## src/rtl/mem_pkg.sv

```systemverilog
// Shared types for the memory-access stage: op encoding, FSM states,
// latency bound and op classification helpers.
package mem_pkg;

  typedef enum logic [2:0] {
    LB, LBU, LH, LHU, LW, SB, SH, SW
  } mem_op_t;

  typedef enum logic [1:0] {
    IDLE, WAIT, DONE
  } state_t;

  localparam int MAX_READ_LATENCY = 4;
  localparam int CNT_W = $clog2(MAX_READ_LATENCY);

  function automatic logic is_load(input mem_op_t op);
    return op inside {LB, LBU, LH, LHU, LW};
  endfunction

  function automatic logic is_store(input mem_op_t op);
    return op inside {SB, SH, SW};
  endfunction

  function automatic logic is_half(input mem_op_t op);
    return op inside {LH, LHU, SH};
  endfunction

  function automatic logic is_word(input mem_op_t op);
    return op inside {LW, SW};
  endfunction

endpackage

```

## src/rtl/load_extract.sv

```systemverilog
// Load lane selection and sign/zero extension of a raw SRAM word.
// Purely combinational.
module load_extract
  import mem_pkg::*;
(
  input  mem_op_t     op,
  input  logic [1:0]  off,
  input  logic [31:0] rdata,
  output logic [31:0] data
);

  logic [7:0]  byteLane;
  logic [15:0] halfLane;

  assign byteLane = rdata[{off, 3'b000} +: 8];
  assign halfLane = off[1] ? rdata[31:16] : rdata[15:0];

  always_comb begin
    data = rdata;
    unique case (op)
      LB:      data = {{24{byteLane[7]}}, byteLane};
      LBU:     data = {24'h0, byteLane};
      LH:      data = {{16{halfLane[15]}}, halfLane};
      LHU:     data = {16'h0, halfLane};
      default: data = rdata;
    endcase
  end

endmodule

```

## src/rtl/mem_access_unit.sv

```systemverilog
// Memory-stage engine driving the data SRAM for loads and stores.
// Define MEM_ADDR_EXC_EN to trap misaligned accesses instead of masking.
module mem_access_unit
  import mem_pkg::*;
#(
  parameter int READ_LATENCY = 1,
  parameter int ADDR_W       = 32
) (
  input  logic              clock,
  input  logic              reset,
  input  logic              req_valid,
  input  mem_op_t           req_op,
  input  logic [ADDR_W-1:0] req_addr,
  input  logic [31:0]       req_wdata,
  input  logic              flush,
  output logic              stall_o,
  output logic              data_sram_en,
  output logic [3:0]        data_sram_wen,
  output logic [ADDR_W-1:0] data_sram_addr,
  output logic [31:0]       data_sram_wdata,
  input  logic [31:0]       data_sram_rdata,
  output logic              load_valid_o,
  output logic [31:0]       load_data_o,
  output logic              adel_o,
  output logic              ades_o,
  output logic [ADDR_W-1:0] badvaddr_o
);

  localparam logic [CNT_W-1:0] CNT_INIT =
    CNT_W'(READ_LATENCY - 1);

  state_t           state;
  state_t           stateNext;
  logic [CNT_W-1:0] cnt;
  logic [CNT_W-1:0] cntNext;
  mem_op_t          opQ;
  logic [1:0]       offQ;
  logic [31:0]      rdataQ;
  logic [31:0]      extData;

  logic       misaligned;
  logic       idleReq;
  logic       excReq;
  logic       accept;
  logic       loadGo;
  logic       storeGo;
  logic [1:0] off;
  logic [3:0] wenPat;
  logic [31:0] wdataRep;

  // Byte offset after forcing natural alignment for the access size.
  always_comb begin
    off = req_addr[1:0];
    if (is_word(req_op)) begin
      off = 2'b00;
    end else if (is_half(req_op)) begin
      off[0] = 1'b0;
    end
  end

`ifdef MEM_ADDR_EXC_EN
  assign misaligned =
    (is_half(req_op) & req_addr[0]) |
    (is_word(req_op) & (req_addr[1:0] != 2'b00));
`else
  assign misaligned = 1'b0;
`endif

  assign idleReq = ~reset & req_valid & (state == IDLE);
  assign excReq  = idleReq & misaligned;
  assign accept  = idleReq & ~flush & ~misaligned;
  assign loadGo  = accept & is_load(req_op);
  assign storeGo = accept & is_store(req_op);

  always_comb begin
    wenPat   = 4'b1111;
    wdataRep = req_wdata;
    unique case (1'b1)
      (req_op == SB): begin
        wenPat   = 4'b0001 << off;
        wdataRep = {4{req_wdata[7:0]}};
      end
      (req_op == SH): begin
        wenPat   = 4'b0011 << off;
        wdataRep = {2{req_wdata[15:0]}};
      end
      default: begin
      end
    endcase
  end

  always_ff @(posedge clock) begin
    if (reset) begin
      state  <= IDLE;
      cnt    <= '0;
      opQ    <= LB;
      offQ   <= '0;
      rdataQ <= '0;
    end else begin
      state <= stateNext;
      cnt   <= cntNext;
      if (loadGo) begin
        opQ  <= req_op;
        offQ <= off;
      end
      if (state == WAIT && cnt == '0) begin
        rdataQ <= data_sram_rdata;
      end
    end
  end

  always_comb begin
    stateNext = state;
    cntNext   = cnt;
    unique case (state)
      IDLE: begin
        if (loadGo) begin
          stateNext = WAIT;
          cntNext   = CNT_INIT;
        end
      end
      WAIT: begin
        if (flush) begin
          stateNext = IDLE;
          cntNext   = '0;
        end else if (cnt == '0) begin
          stateNext = DONE;
        end else begin
          cntNext = cnt - 1'b1;
        end
      end
      DONE: begin
        stateNext = IDLE;
      end
      default: begin
        stateNext = IDLE;
        cntNext   = '0;
      end
    endcase
  end

  load_extract uExtract (
    .op    (opQ),
    .off   (offQ),
    .rdata (rdataQ),
    .data  (extData)
  );

  // Stall covers the request cycle and every WAIT cycle, not DONE.
  always_comb begin
    stall_o = loadGo |
      (~reset & ~flush & (state == WAIT));
    data_sram_en = loadGo | storeGo;
    data_sram_wen = storeGo ? wenPat : 4'b0000;
    data_sram_addr = data_sram_en ?
      {req_addr[ADDR_W-1:2], 2'b00} : '0;
    data_sram_wdata = storeGo ? wdataRep : '0;
    load_valid_o = ~reset & ~flush & (state == DONE);
    load_data_o = load_valid_o ? extData : '0;
    adel_o = excReq & is_load(req_op);
    ades_o = excReq & is_store(req_op);
    badvaddr_o = excReq ? req_addr : '0;
  end

endmodule

```

## config.mk

```make
export PLATFORM = sky130hd
export DESIGN_NAME = mem_access_unit
export DESIGN_NICKNAME = d
export VERILOG_FILES = /design/src/rtl/mem_pkg.sv /design/src/rtl/load_extract.sv /design/src/rtl/mem_access_unit.sv
export SDC_FILE = /design/constraint.sdc
export NUM_CORES = 1
export LEC_CHECK = 0
export CAP_MARGIN = 20
export CORE_AREA = 2 2 93 95
export DETAILED_ROUTE_END_ITERATION = 16
export DIE_AREA = 0 0 95 97
export DONT_BUFFER_PORTS = 1
export SYNTH_ARGS = -nofsm -noshare
export SYNTH_HDL_FRONTEND = slang
export SYNTH_SLANG_ARGS = --single-unit
```

## constraint.sdc

```tcl
create_clock -name clock -period 3.99 [get_ports clock]
set_input_delay 0.399 -clock clock [delete_from_list [all_inputs] [get_ports clock]]
set_output_delay 0.399 -clock clock [all_outputs]
set_load 0.1 [all_outputs]
```

==> summary.md <==
| Metric | Value |
|---|---|
| Total Power | 1.07 mW |
| DR vias | ~3600 |
| Setup TNS | 0 ns |
| Ys async rst share | 0% |
| Mapped Cells | 497 |
| Max Clock Freq | 297 MHz |
| Placed wire-length estimate | 9530 µm |
| Starting density of the core | between 40% and 50% |
| R2R Setup Slk | 2.21 ns |
| Skew final | about 0.0033 ns |
| First-pass GRT wire length | 18900 µm |
| Detailed Routing Iterations Pass 1 | 4 |
| Critical Path End Type | primary output |
| Relative slew slack | 25.4% |
| Lkg Pwr | 1.79 nW |
| Worst Max-Slew Pin Slew | ~1.1 ns |
| Critical path required time | between 3 and 4 ns |
| DRT Wirelength | around 12000 µm |
| Post-route antenna net violation count | 0 |
| Total Nets Final | 649 |
| Final Hold Vio Count | 0 |
| Max-Cap Viols | 0 |
| Cell Pwr Density | about 230 nW/µm² |
| Post-CTS Hold Fix Bufs | 0 |
| Core area | 8130 µm² |
| CTS sink cnt | ~40 |
| Post_cts resized | 0 |
| Drt initial violations | about 190 |
| Slowest CP cell | nand2_1 |
| Max-slew violations | 0 |
| Std-Cell Rows | 33 |
| FF+latch count, synth | 41 |
| GRT Total Usage | between 20% and 30% |
| Synth unique cells | 45 |
| Storage cell area | 821 µm² |
| Multi-input gate area | between 2000 and 2500 µm² |
| CP max FO | 33 |
| DRC | 0 |
| Fin cells | approximately 650 |
| RePlAce Congestion | between 0.8 and 0.9 |
| Largest net degree at the start of global routing | 42 |
| Postcts setup bufs | 0 |
| Startpoint types | flop |
| Die Wd | between 90 and 100 µm |
| RSZ-0062 raised after global routing | false |
| CP Cell Sequence | nor3_2 > buf_4 > nand2_1 > inv_1 > buf_4 > nand2_1 > a21oi_2 > buf_12 |
| Vias in the first global route | about 3500 |
| CTS Root Cell | clkbuf_8 |
| Status | finished clean |
| Clock Path Buffers | 2 |
| Min Tclk post-route | roughly 3.4 ns |
| Final period utilization | between 80% and 90% |
| Routed length per instance | 18.6 µm |
| H-tree depth | 2 |
| Buffers plus inverters on the worst setup path | 4 |
| Die area | ~9200 µm² |
| Initial antenna violation count | 0 |
| Critical Setup Path Class | reg -> out |
| Dpl cells | about 640 |
| CP max stage delay | approximately 0.7 ns |
| Critical path's top delay family | simple AND/OR/NAND/NOR gates |
| # setup viols final | 0 |
| Vias/cell | approximately 5.6 |
| Layout area overhead | 36.9% |
| Clk Latency, worst-skew pair | about 0.29 ns |
| HP Class | in -> reg |
| Reg-to-reg startpoint | state[1]$_SDFFE_PP0P_ |
| Worst Setup SP | state[1]$_SDFFE_PP0P_ |
| Yosys warns | 0 |
| Clk pin slew, worst setup/hold paths | about 0.070 ns |
| Fillcell total | between 700 and 800 |
| Num ports | 240 |
| Num CTS Buffers | 5 |
| Most used DFF post-synth | dfxtp_1 |
| Post-synth EDFFs | 0 |
| Seq/Total Area, Yosys | approximately a quarter |
| Layout cells sized above 1 | between 20% and 30% |
| Port-buffer cells | 0 |
| Netlist Area Pre-Place | ~3400 µm² |
| Maximum VDD drop | approximately 110 µV |
| Total gr overflow | 0 |
| CP arrival | 2.97 ns |
| Syn_area_per_cell | 6.86 µm² |
| Hold path startpoint | reset |
| Vert. Die Dim | between 90 and 100 µm |
| CTS tree | done |
| N_diodes | 0 |
## worst register-to-register path, stage by stage (launching register included)
cell and delay (ns):
dfxtp_1 0.34, nor3_2 0.19, buf_4 0.27, nand2_1 0.13, inv_1 0.07, buf_4 0.30
a21oi_1 0.15, a32o_1 0.22
## path summary, 6_finish.rpt
check / end / cells after the start
setup / recovery: data_sram_wen[3] / 8
hold reg to reg: cnt[1]$_SDFFE_PP0P_ / 1
hold / removal: rdataQ[25]$_SDFFE_PP0P_ / 1
setup reg to reg: offQ[0]$_SDFFE_PP0P_ / 7
## cell type report
class,count,share of cell area (%)
Timing Repair Buffer,83,24.1
Sequential cell,41,17.6
Multi-Input combinational cell,390,51.8
Inverter,24,1.93
Tap cell,105,2.82
Clock buffer,8,1.72
## cell usage after synthesis, drive strengths merged (2+ instances only)
library cell  instances  area, µm²
nor2                 29        109
nand2                81        304
o221ai                7       61.3
o22ai                 8       50.1
and3                 31        194
inv                  22       82.6
nand2b                4       25.0
a21oi                61        343
mux2                 10        113
a31oi                 5       31.3
a221o                 2       20.0
clkinv                2       7.51
clkbuf               32        120
nor4b                 5       43.8
nand3                 7       35.0
nor2b                 6       37.5
a21o                  2       15.0
and2                 16        100
nor3                  6       30.0
a221oi                5       43.8
dfxtp                41        821
o31ai                 2       15.0
a22oi                17        133
o21ai                30        150
buf                  45        320
mux2i                 8       80.1
## per-stage QoR
stage	worst slack (ns)	hold slack, ns	util, %	cell area (µm²)
2_1_floorplan	0.106	0.426	-	3550
3_3_place_gp	1.03	0.435	55.7	4530
3_5_place_dp	0.916	0.440	55.7	4530
4_1_cts	0.623	0.160	56.7	4610
5_1_grt	0.491	0.162	57.4	4670
6_report	0.626	0.175	57.4	4670
## logic make-up (layout without fill, tap and decap cells)
| kind of cell | after synthesis | in the layout | share of synthesized area [%] |
|---|---|---|---|
| adders and majority gates | 1 | 1 | 0.367 |
| buffers and inverters | 101 | 115 | 15.6 |
| other | 1 | 36 | 0.110 |
| and+or+nand+nor | 189 | 189 | 27.1 |
| DFF | 41 | 41 | 24.1 |
| AOI/OAI and AO/OA | 146 | 146 | 27.1 |
| muxes | 18 | 18 | 5.65 |
## cells in the final DEF (no fill, tap or decap), drive strengths merged, types with 7 or more instances in the layout
| cell | netlist | final |
|---|---|---|
| and3 | 31 | 31 |
| clkbuf | 32 | 8 |
| a22oi | 17 | 17 |
| mux2i | 8 | 8 |
| nand2 | 81 | 81 |
| buf | 45 | 83 |
| inv | 22 | 22 |
| o21ai | 30 | 30 |
| o22ai | 8 | 8 |
| and2 | 16 | 16 |
| nor2 | 29 | 29 |
| mux2 | 10 | 10 |
| o221ai | 7 | 7 |
| nand3 | 7 | 7 |
| a21oi | 61 | 61 |
| dfxtp | 41 | 41 |
| conb | 1 | 36 |
## registers in the layout (all words and copies together), names as in the netlist
register and flops:
opQ 3, offQ 2, cnt 2, state 2
rdataQ 32
## power breakdown
part           switching [mW]  internal (mW)
clock network           0.133          0.124
logic                   0.325         0.0654
registers             0.00887          0.416
total                   0.467          0.605
## routing by layer
layer  GRT usage, %  routed length [µm]  vias to the layer above
li1               -                   -                     1757
met1           34.0                5010                     1700
met2           41.7                5890                      171
met3           5.84                 986                       17
met4           6.80                 218                        0
met5              0                   0                        -
(Power assumes the default switching activity.)
